## src/rtl/flag_unit.sv

```systemverilog
// Processor flag register with a small LIFO save stack and a condition-code evaluator.
// COND is a pure function of CC and the registered flags.
module flag_unit #(
    parameter int DEPTH = 4
) (
    input  logic       CLK,
    input  logic       RESET,
    input  logic       SIGN_IN,
    input  logic       CARRY_IN,
    input  logic       ZERO_IN,
    input  logic       PARITY_IN,
    input  logic       LATCH,
    input  logic       LOAD,
    input  logic [3:0] LOAD_DATA,
    input  logic       PUSH,
    input  logic       POP,
    input  logic [3:0] CC,
    output logic [3:0] FLAGS,
    output logic       COND,
    output logic       EMPTY,
    output logic       FULL,
    output logic       ERR
);

    localparam int DW = $clog2(DEPTH + 1);
    localparam int AW = $clog2(DEPTH);

    logic [3:0]    flags_r;
    logic [DW-1:0] depth_r;
    logic          err_r;
    logic [3:0]    stack_r [DEPTH];

    logic          push_only_s;
    logic          pop_only_s;
    logic          do_push_s;
    logic          do_pop_s;
    logic          err_set_s;
    logic          empty_s;
    logic          full_s;
    logic [AW-1:0] wr_idx_s;
    logic [AW-1:0] top_idx_s;
    logic [3:0]    top_s;
    logic [3:0]    flags_next_s;
    logic [DW-1:0] depth_next_s;

    // Condition evaluation over flags {S,C,Z,P}
    function automatic logic cond_eval(input logic [3:0] cc, input logic [3:0] f);
        logic s;
        logic c;
        logic z;
        logic p;
        logic r;
        s = f[3];
        c = f[2];
        z = f[1];
        p = f[0];
        case (cc)
            4'd0:    r = 1'b1;
            4'd1:    r = z;
            4'd2:    r = ~z;
            4'd3:    r = c;
            4'd4:    r = ~c;
            4'd5:    r = s;
            4'd6:    r = ~s;
            4'd7:    r = p;
            4'd8:    r = ~p;
            4'd9:    r = s ^ p;
            4'd10:   r = ~(s ^ p);
            4'd11:   r = ~c & ~z;
            4'd12:   r = c | z;
            4'd13:   r = ~z & ~(s ^ p);
            4'd14:   r = z | (s ^ p);
            4'd15:   r = 1'b0;
            default: r = 1'b0;
        endcase
        return r;
    endfunction

    assign empty_s     = (depth_r == DW'(0));
    assign full_s      = (depth_r == DW'(DEPTH));
    // Simultaneous PUSH and POP cancel each other and never raise an error
    assign push_only_s = PUSH & ~POP;
    assign pop_only_s  = POP & ~PUSH;
    assign do_push_s   = push_only_s & ~full_s;
    assign do_pop_s    = pop_only_s & ~empty_s;
    assign err_set_s   = (push_only_s & full_s) | (pop_only_s & empty_s);
    assign wr_idx_s    = depth_r[AW-1:0];
    assign top_idx_s   = AW'(depth_r - DW'(1));
    assign top_s       = stack_r[top_idx_s];

    // Next flag value and stack depth
    always_comb begin
        flags_next_s = flags_r;
        depth_next_s = depth_r;
        if (do_pop_s) begin
            flags_next_s = top_s;
        end else if (LOAD) begin
            flags_next_s = LOAD_DATA;
        end else if (LATCH) begin
            flags_next_s = {SIGN_IN, CARRY_IN, ZERO_IN, PARITY_IN};
        end else begin
            flags_next_s = flags_r;
        end
        if (do_push_s) begin
            depth_next_s = depth_r + DW'(1);
        end else if (do_pop_s) begin
            depth_next_s = depth_r - DW'(1);
        end else begin
            depth_next_s = depth_r;
        end
    end

    // Flag register, depth counter and sticky error
    always_ff @(posedge CLK or posedge RESET) begin
        if (RESET) begin
            flags_r <= 4'b0000;
            depth_r <= DW'(0);
            err_r   <= 1'b0;
        end else begin
            flags_r <= flags_next_s;
            depth_r <= depth_next_s;
            err_r   <= err_r | err_set_s;
        end
    end

    // Stack storage; entries above the depth pointer are unreachable, so no reset
    always_ff @(posedge CLK) begin
        if (do_push_s) begin
            stack_r[wr_idx_s] <= flags_r;
        end
    end

    assign FLAGS = flags_r;
    assign EMPTY = empty_s;
    assign FULL  = full_s;
    assign ERR   = err_r;
    assign COND  = cond_eval(CC, flags_r);

endmodule

```

## config.mk

```make
export PLATFORM = sky130hd
export DESIGN_NAME = flag_unit
export DESIGN_NICKNAME = d
export VERILOG_FILES = /design/src/rtl/flag_unit.sv
export SDC_FILE = /design/constraint.sdc
export NUM_CORES = 1
export LEC_CHECK = 0
export ABC_AREA = 1
export CAP_MARGIN = 40
export CORE_MARGIN = 4
export CORE_UTILIZATION = 37
export CTS_CLUSTER_SIZE = 30
export DETAILED_ROUTE_END_ITERATION = 7
export GPL_TIMING_DRIVEN = 0
export PLACE_DENSITY = 0.74
export REMOVE_ABC_BUFFERS = 1
export SYNTH_ARGS = -nofsm -noshare
export SYNTH_HDL_FRONTEND = slang
export SYNTH_SLANG_ARGS = --single-unit
export TNS_END_PERCENT = 30
```

## constraint.sdc

```tcl
create_clock -name CLK -period 1.75 [get_ports CLK]
set_clock_uncertainty 0.05 [all_clocks]
set_input_delay 0.35 -clock CLK [delete_from_list [all_inputs] [get_ports CLK]]
set_output_delay 0.35 -clock CLK [all_outputs]
set_load 0.05 [all_outputs]
```

==> impl_metrics.csv <==
group,metric,value,unit
sta,period_share,105,%
worst_setup_path,critPathKind,"register to output port",
clocking,clockBufferDepth,2,
place,portBuffers,25,
clocking,root_buffer,"clkbuf_8",
worst_setup_path,cp-start-kind,"register",
floorplan,die_h,70.5,µm
sta,setup_ws,-83.4,ps
synth,ys_seq_elements,24,
clocking,cts_tree,"built",
floorplan,die_w,70.5,µm
pwr,p_clk_share,12.0,%
worst_setup_path,regToRegStartpoint,"depth_r[1]",
pwr,p_int,1540,µW
pwr,pwr-share-comb,56.0,%
finish,num_antenna_cells,0,
synth,yosysTopAreaCell,"edfxtp_1",
grt,grt_max_degree,14,
sta,drv_slew,0,
pwr,p_sw_share,43.1,%
pwr,vdd_ir_drop_max,0.695,mV
sta,setup_violations,1,
sta,hold_viol,0,
pwr,p_total,2710,µW
finish,areaGrowthSynthToFinish,33.2,%
status,violations,"setup timing",
synth,yosysTopAreaCellShare,33.2,%
sta,period_needed,1830,ps
clocking,cts_inserted_buffers,3,
synth,synth_top_family_by_area,"simple AND/OR/NAND/NOR gates",
finish,n_fill_cell,355,
routing,ant_nets,0,
floorplan,io_pins,26,
floorplan,die-area,4970,µm²
finish,nets,234,
pwr,seqPwrFrac,32.0,%
place,hpwl,2.15,mm
finish,postLayoutCoreUtil,51.8,%
routing,drt_iter0_drc,61,
routing,met3_length,110,µm
pwr,power.switching,1170,µW
synth,synth.area.top_cells,"edfxtp_1 (33%), dfrtp_1 (14%), nand2_1 (12%)",
synth,synthSimpleGateAreaFrac,30.6,%
pwr,power.density,1410,nW/µm²
floorplan,rows,22,
synth,synth_cell_types,28,
routing,dr.pass1.iters,4,
worst_setup_path,cp_max_fo,3,
routing,route.met2.wl,1.36,mm
worst_setup_path,required,1350,ps
worst_setup_path,cp-end-kind,"output port",
floorplan,core,3720,µm²
routing,highest_layer,"met4",
sta,whs,284,ps
sta,setup_tns,-83.4,ps
routing,vias_per_cell,4.68,
worst_setup_path,worst-r2r-cell-count,5,
clocking,ctsHoldBuffers,0,
sta,worstMarginPinSlew,488,ps
grt,grt_pass1_wl,4.75,mm
synth,syn_inst,172,
synth,yosys.area_share.xor_xnor,0.606,%
worst_setup_path,endpoint,"COND",
synth,synth_adder_area_share,5.19,%
sta,max_freq,545,MHz
worst_setup_path,r2r_end,"stack_r[0][0]",
job,maxCapViolCount,0,
grt,grt_antenna_before_repair,0,
pwr,p_leak,0.000872,µW
routing,drc,0,
worst_setup_path,cp.arrival,1430,ps
worst_setup_path,worstSetupStartpoint,"FLAGS[3]",
clocking,clock-sinks,24,
routing,drt-met1-wl,1.44,mm
grt,grt_pass1_vias,1010,
finish,layout-drive-gt1-share,27.3,%
routing,drt-total-wl,2.98,mm
synth,synthesis.area,1450,µm²
worst_hold_path,min_path_type,"primary input to asynchronous set/reset pin",
synth,syn_area_per_cell,8.40,µm²
routing,via_count,1203,
synth,muxShareOfSynthArea,0,%
sta,slew_headroom,67.6,%
synth,yosysWarnings,0,
clocking,clkLatencyLatePin,260,ps
place,gp_congestion,0.804,
worst_setup_path,r2r_slack,40,ps
clocking,clk_pin_slew,80,ps
grt,grt_use_total,12.1,%
grt,grt.overflow.total,0,
routing,wl_per_cell,11.6,µm
sta,rsz0062_at_grt,"true",
synth,ys_seq_area_share,47.1,%
status,status,"finished with violations",
synth,synth-compound-area-share,7.27,%
clocking,htreeDepth,1,
floorplan,start_util,38.9,%
-- registers in the layout, summed over array words and instances (netlist names) --
register	flops
depth_r	3
FLAGS	4
stack_r	16
ERR	1
-- per-stage QoR --
step,area [µm²],worst slack [ps],std cells
2_1_floorplan,1410,-405,169
3_3_place_gp,1720,-1040,242
3_5_place_dp,1720,-1020,242
4_1_cts,1820,-210,248
5_1_grt,1930,-166,257
6_report,1930,-83.4,257
-- Yosys cell counts --
master and instances:
nand2_1 45, nor2_1 23, inv_1 22, nand3_1 17
edfxtp_1 16, dfrtp_1 8, ha_1 6, o21ai_1 6
o21ai_0 4, buf_6 3, inv_2 3, a21oi_1 2
o211ai_1 2, inv_4 1, nand2_2 1, nand3_2 1
nand3_4 1, nand3b_1 1, nand3b_2 1, nand3b_4 1
nand4_1 1, nor2_2 1, nor2_4 1, nor3_1 1
o211ai_2 1, o21ai_2 1, o221ai_1 1, xor2_1 1
-- layer usage --
layer / track usage (%) / vias up
li1: - / 634
met1: 16.6 / 537
met2: 18.8 / 27
met3: 1.01 / 5
met4: 6.38 / 0
met5: 0 / -
-- how the worst min path moves through the flow --
stage / startpoint / depth (start not counted) / to
finish: RESET / 2 / FLAGS[3]
global route: RESET / 2 / ERR
CTS: RESET / 2 / ERR
detailed placement: ERR / 1 / ERR
global placement: ERR / 1 / ERR
floorplan: RESET / 1 / ERR
-- final cells by class --
class                      count  area, µm²  area share, %
multi-input combinational    119        704           36.6
timing repair buffer          36        327           17.0
inverter                      26        103           5.33
clock buffer                   3       41.3           2.14
clock inverter                 1       3.75          0.195
sequential                    24        687           35.7
tap                           48       60.1           3.12
-- layout by cell type (no fill, tap or decap), drive strengths merged --
cell	count
inv	26
nand3	19
dfrtp	8
o221ai	1
o21ai	11
nand3b	3
dlymetal6s2s	1
clkdlybuf4s15	1
nand4	1
dlygate4sd2	3
o211ai	3
edfxtp	16
clkinv	1
clkbuf	7
nor3	1
a21oi	2
xor2	1
ha	6
clkdlybuf4s50	13
buf	14
nor2	25
nand2	46
-- worst max-delay path: stages (launching register included) --
cell and delay [ps]:
dfrtp_2 430, buf_6 140, nand3_2 60, nand2_1 50, nand2_1 50, nand3_1 70
nor2_1 110, nand3_1 90, buf_6 160
-- timing repair --
item	CTS	global route
endpoints found under the setup margin	31	13
cloned	0	0
gates resized for setup	43	28
pin swaps	0	10
buffers inserted	2	9
-- power groups by stage --
stage               Combinational [µW]  Clock (µW)  Sequential [µW]
finish                            1520         324              869
global route                      1660         358              884
CTS                               1330         336              893
detailed placement                1170           0              921
global placement                  1160           0              912
floorplan                          726           0             1010
-- logic make-up after synthesis --
kind of cell               after synthesis
DFF                                     24
and+or+nand+nor                         95
xor gates and xnor gates                 1
buffers and inverters                   29
adders and majority gates                6
AOI/OAI and AO/OA                       17
No activity file was read; power rests on OpenSTA's default activity.
